**src/rtl/cmp_pkg.sv**
```systemverilog
// Shared constants for the magnitude comparator: result encoding and width limit.
package cmp_pkg;

    localparam logic [1:0] CMP_EQ = 2'b00;
    localparam logic [1:0] CMP_LT = 2'b01;
    localparam logic [1:0] CMP_GT = 2'b10;

    localparam int MAX_WIDTH = 32;

    // Collapse the cascade's final lt/gt flags into a single result code.
    function automatic logic [1:0] cmp_encode(input logic lt, input logic gt);
        if (lt)
            return CMP_LT;
        else if (gt)
            return CMP_GT;
        else
            return CMP_EQ;
    endfunction

endpackage

```
**src/rtl/cmp_bit_cell.sv**
```systemverilog
// One bit of an MSB-first compare chain: a decision made by a more significant
// bit passes straight through, otherwise this bit decides if a and b differ.
module cmp_bit_cell #(
    parameter bit INVERT = 1'b0
) (
    input  logic a,
    input  logic b,
    input  logic lt_in,
    input  logic gt_in,
    output logic lt_out,
    output logic gt_out
);

    logic ai;
    logic bi;
    logic decided;

    // Inverting both bits makes a set sign bit rank below a clear one.
    assign ai      = a ^ INVERT;
    assign bi      = b ^ INVERT;
    assign decided = lt_in | gt_in;

    assign lt_out = lt_in | (~decided & ~ai &  bi);
    assign gt_out = gt_in | (~decided &  ai & ~bi);

endmodule

```
**src/rtl/two_bit_comparator.sv**
```systemverilog
// Registered WIDTH-bit comparator: a cascade of bit cells feeding one result
// register and a valid register, one compare per cycle.
module two_bit_comparator
    import cmp_pkg::*;
#(
    parameter int WIDTH  = 1,
    parameter bit SIGNED = 1'b0
) (
    input  logic             clk,
    input  logic             rst_n,
    input  logic [WIDTH-1:0] a,
    input  logic [WIDTH-1:0] b,
    input  logic             in_valid,
    output logic             lesser,
    output logic             greater,
    output logic             equal,
    output logic             out_valid
);

    if (WIDTH < 1 || WIDTH > MAX_WIDTH) begin : g_bad_width
        $error("two_bit_comparator: WIDTH out of range");
    end

    logic [WIDTH:0] lt_c;
    logic [WIDTH:0] gt_c;
    logic [1:0]     res_c;
    logic [1:0]     res_p1;
    logic           vld_p1;

    assign lt_c[WIDTH] = 1'b0;
    assign gt_c[WIDTH] = 1'b0;

    for (genvar i = WIDTH - 1; i >= 0; i--) begin : g_cell
        cmp_bit_cell #(
            .INVERT (SIGNED && (i == WIDTH - 1))
        ) u_cell (
            .a      (a[i]),
            .b      (b[i]),
            .lt_in  (lt_c[i+1]),
            .gt_in  (gt_c[i+1]),
            .lt_out (lt_c[i]),
            .gt_out (gt_c[i])
        );
    end

    assign res_c = cmp_encode(lt_c[0], gt_c[0]);

    // ---- stage p1: result holds when no new sample arrives ----
    always_ff @(posedge clk or negedge rst_n) begin
        if (!rst_n) begin
            res_p1 <= CMP_EQ;
            vld_p1 <= 1'b0;
        end else begin
            vld_p1 <= in_valid;
            if (in_valid)
                res_p1 <= res_c;
        end
    end

    assign lesser    = (res_p1 == CMP_LT);
    assign greater   = (res_p1 == CMP_GT);
    assign equal     = (res_p1 == CMP_EQ);
    assign out_valid = vld_p1;

endmodule

```
**config.mk**
```make
export PLATFORM = sky130hd
export DESIGN_NAME = two_bit_comparator
export DESIGN_NICKNAME = d
export VERILOG_FILES = /design/src/rtl/cmp_pkg.sv /design/src/rtl/cmp_bit_cell.sv /design/src/rtl/two_bit_comparator.sv
export SDC_FILE = /design/constraint.sdc
export NUM_CORES = 1
export LEC_CHECK = 0
export BUFFER_PORTS_ARGS = -buffer_cell sky130_fd_sc_hd__buf_2
export CORE_AREA = 2 2 39 41
export CTS_CLUSTER_SIZE = 8
export DETAILED_ROUTE_END_ITERATION = 12
export DIE_AREA = 0 0 41 43
export PLACE_DENSITY = 0.3
export SKIP_CTS_REPAIR_TIMING = 1
export SLEW_MARGIN = 40
export SYNTH_ARGS = -nofsm -noshare
export SYNTH_HDL_FRONTEND = slang
export SYNTH_SLANG_ARGS = --single-unit
```
**constraint.sdc**
```tcl
create_clock -name clk -period 1.9 [get_ports clk]
set_input_delay 0.285 -clock clk [delete_from_list [all_inputs] [get_ports clk]]
set_output_delay 0.285 -clock clk [all_outputs]
set_load 0.1 [all_outputs]
```
=== Word level (Yosys, flattened, before mapping) ===
Index checks and enable logic that the tools add are counted.

* Eq/ne operators: 2
* Order comparisons: 0
* Bitwise gates (word level): 4
* Divide/modulo/power cells: 0
* Shift operators: 0
* Reductions and logical operators: 1
* $add $sub $neg: 0
* $mul: 0
* Mux-type cells: 2

{| class="wikitable"
|+ Operators with widths
! kind !! count
|-
| $mux W2 || 2
|-
| $and A1 B1 Y1 || 2
|-
| $eq A2 B1 Y1 const B || 1
|-
| $eq A2 B2 Y1 const B || 1
|-
| $logic_not A2 Y1 || 1
|-
| $not A1 Y1 || 2
|}

* Memories: 0
* Input port bits: 5
* Bits in latches: 0
* ROM bits: 0
* Register bits: 3
* Bits in writable memories: 0

=== Logic depth before layout (Yosys ltp) ===
* Depth in word-level cells: 4
* Depth in mapped cells: 2
* Depth with buffers taken out: 2

=== By module ===
A second synthesis with hierarchy kept.

* Cell total of the unflattened synthesis: 15
* Area total of the unflattened synthesis: 148.9 um^2

{| class="wikitable"
|+ By module, submodules not included
! module !! area an instance (um^2) !! instances !! sequential area each (um^2) !! cells each
|-
| two_bit_comparator || 123.9 || 1 || 75.1 || 11
|-
| cmp_bit_cell || 25.0 || 1 || 0.0 || 4
|}

=== Least setup slack after synthesis ===
OpenSTA, ideal clock, no wires.

* Path type: register -> output
* From: register res_p1[1]
* To: output greater
* Stages on the path, launching flop included: 3
* Arrival time: 1.653 ns
* Setup slack: -0.038 ns
* Cells stage by stage: dfrtp_1 inv_1 nor2_1

* Cells in the longest elaborated chain, start to end: 1

{| class="wikitable"
|+ RTL lines
! item !! line !! RTL
|-
| from (decl) || two_bit_comparator.sv:27 || <nowiki>logic [1:0] res_p1;</nowiki>
|-
| from (signal assigned) || two_bit_comparator.sv:56 || <nowiki>res_p1 <= res_c;</nowiki>
|-
| $eq A2 B2 Y1 || two_bit_comparator.sv:61 || <nowiki>assign greater = (res_p1 == CMP_GT);</nowiki>
|-
| to (decl) || two_bit_comparator.sv:15 || <nowiki>output logic greater,</nowiki>
|}

Every way passes these cells.

=== Worst setup path in the final report ===
* From: register res_p1[0]
* To: output lesser

* Cells in the longest elaborated chain, start to end: 1

{| class="wikitable"
|+ RTL lines
! item !! line !! RTL
|-
| $eq A2 B1 Y1 || two_bit_comparator.sv:60 || <nowiki>assign lesser = (res_p1 == CMP_LT);</nowiki>
|-
| to (decl) || two_bit_comparator.sv:14 || <nowiki>output logic lesser,</nowiki>
|}

Every way passes these cells.

==> impl_metrics.py <==
metrics = {
    "clock_network": {
        "cts_buffers": 3,
        "clockBufferDepth": 2,
        "root_buffer": "clkbuf_4",
        "cts_tree": "built",
        "insertion_delay_ns": 0.23,
        "path_clk_slew_ns": 0.04,
        "ctsHtreeMaxLevel": 1,
        "cts.sinks": 3,
    },
    "detailed_routing": {
        "wl_um": 303,
        "via_per_inst": 3.02,
        "drc": 0,
        "drtAntennaViolNets": 0,
        "vias": 124,
        "first_pass_iters": 2,
        "wl_per_cell_um": 7.39,
        "initialDrtViolationCount": 1,
    },
    "finish": {
        "num-nets-final": 31,
        "regArea_um2": 75.1,
        "post-route-util": 0.156,
        "finalNonFillerCells": 41,
        "design_area_um2": 215,
        "syn_to_final_growth_pct": 81.1,
        "diodes": 0,
        "drive_above_1_share": 0.440,
        "num-fill-cells": 161,
        "multi_input_area_um2": 36.3,
    },
    "global_routing": {
        "grt_start_max_net_pins": 6,
        "grt_pass1_vias": 133,
        "grt.total_usage": 0.0543,
        "grt_overflow_total": 0,
        "grt_pass1_wl_um": 531,
        "antenna_found_initial": 0,
    },
    "synthesis": {
        "yosysSeqAreaShare": 0.632,
        "synth_seq_cells": 3,
        "synth_area_leaders": "dfrtp_1 (63%), nand3b_1 (13%), nor2_1 (9.5%), o21ai_1 (8.4%), inv_1 (6.3%)",
        "synth_edf_count": 0,
        "synth_async_sr_flop_share": 1.00,
        "synth_area_leader_cell": "dfrtp_1",
        "syn_nets": 17,
        "synth_common_cells": "dfrtp_1 (3), nor2_1 (3), inv_1 (2), nand3b_1 (2), o21ai_1 (2)",
        "post-synth-top-area-fraction": 0.632,
        "yosysWarnings": 0,
        "syn_inst": 12,
        "netlist-cell-type-count": 5,
        "netlist_area_um2": 119,
        "synthFlopType": "dfrtp_1",
        "synth.avg_cell_area_um2": 9.91,
    },
    "sta": {
        "hold_viol": 0,
        "max_slew_margin": 0.678,
        "rsz0062_at_grt": "no",
        "fin_crit_ns": 1.45,
        "worstMarginPinSlew_ns": 0.486,
        "setup_slack_ns": 0.448,
        "finalCritPeriodShare": 0.764,
        "drv_slew": 0,
        "fmax_ghz": 0.689,
        "fin_hold_ws_ns": 0.225,
        "skew_ns": 0,
        "setup_violations": 0,
        "fin_tns_setup_ns": 0,
    },
    "setup_path": {
        "cp-start-kind": "flop",
        "cp-end-kind": "output pin",
        "arrival_ns": 1.17,
        "critPathMaxFanout": 3,
        "worstPathRequired_ns": 1.62,
        "path_class": "reg -> out",
    },
    "floorplan": {
        "rows": 14,
        "die_y_um": 43,
        "ioPinCount": 9,
        "core-area_um2": 1380,
        "fp.dieW_um": 41,
        "start_util": 0.0859,
        "dieArea_um2": 1760,
    },
    "power_and_ir_drop": {
        "powerDensity_nw_per_um2": 1200,
        "p_leak_nw": 0.108,
        "power_mw": 0.259,
        "peakVddDrop_mv": 0.234,
    },
    "placement": {
        "placedInstanceArea_um2": 179,
        "port_buffers": 8,
        "place_ws_ns": 0.687,
        "gp_congestion": 0.491,
        "place_inst": 36,
    },
    "job": {
        "drv_cap": 0,
    },
    "status": {
        "status": "completed",
    },
    "min_path": {
        "min_path_type": "in -> reg",
    },
}
[power breakdown]
group	internal [mW]	switching, mW
registers	0.0687	0.00258
clock network	0.0787	0.0323
logic	0.0128	0.0641
[registers in the layout, indices dropped and copies added (netlist names)]
register   cells
out_valid      1
res_p1         2
[per-layer routing]
metal,track usage,vias to the layer above,part of all wire
met5,0,-,0
met4,0.0800,0,0
met3,0.0471,0,0.20
met2,0.0500,9,0.34
met1,0.0548,52,0.46
li1,-,63,-
[placed cells by master (no fill, tap or decap), drive strengths merged]
master / Yosys / final
nor2: 3 / 3
buf: 0 / 8
o21ai: 2 / 2
inv: 2 / 2
dfrtp: 3 / 3
dlygate4sd3: 0 / 1
nand3b: 2 / 2
clkbuf: 0 / 4
[path summary, 6_finish.rpt]
kind,startpoint,endpoint,slack [ns],cells after the start
setup / recovery,res_p1[0],lesser,0.45,3
hold / removal,in_valid,out_valid,0.22,1
setup reg to reg,res_p1[0],res_p1[0],1.25,2
hold reg to reg,res_p1[1],res_p1[1],0.57,2
max in group asynchronous,rst_n,out_valid,1.42,2
min in group asynchronous,rst_n,res_p1[1],0.38,2
[kinds of logic (layout without fill, tap and decap cells)]
family                 Yosys count  after routing  share of synthesized area
flip-flops                       3              3                      0.632
AND/OR/NAND/NOR                  5              5                      0.221
buffers and inverters            2             15                     0.0632
AO/OA/AOI/OAI                    2              2                     0.0842
[layout make-up]
class | instances | share of cell area
Clock buffer | 4 | 0.122
Inverter | 2 | 0.0349
Multi-Input combinational cell | 7 | 0.169
Sequential cell | 3 | 0.349
Tap cell | 16 | 0.0930
Timing Repair Buffer | 9 | 0.233
[worst max-delay path, stage by stage, from the launching register on]
cell and delay [ns]:
dfrtp_1 0.36, inv_1 0.07, nor2_1 0.08, buf_2 0.43
No activity file was read; power rests on OpenSTA's default activity.
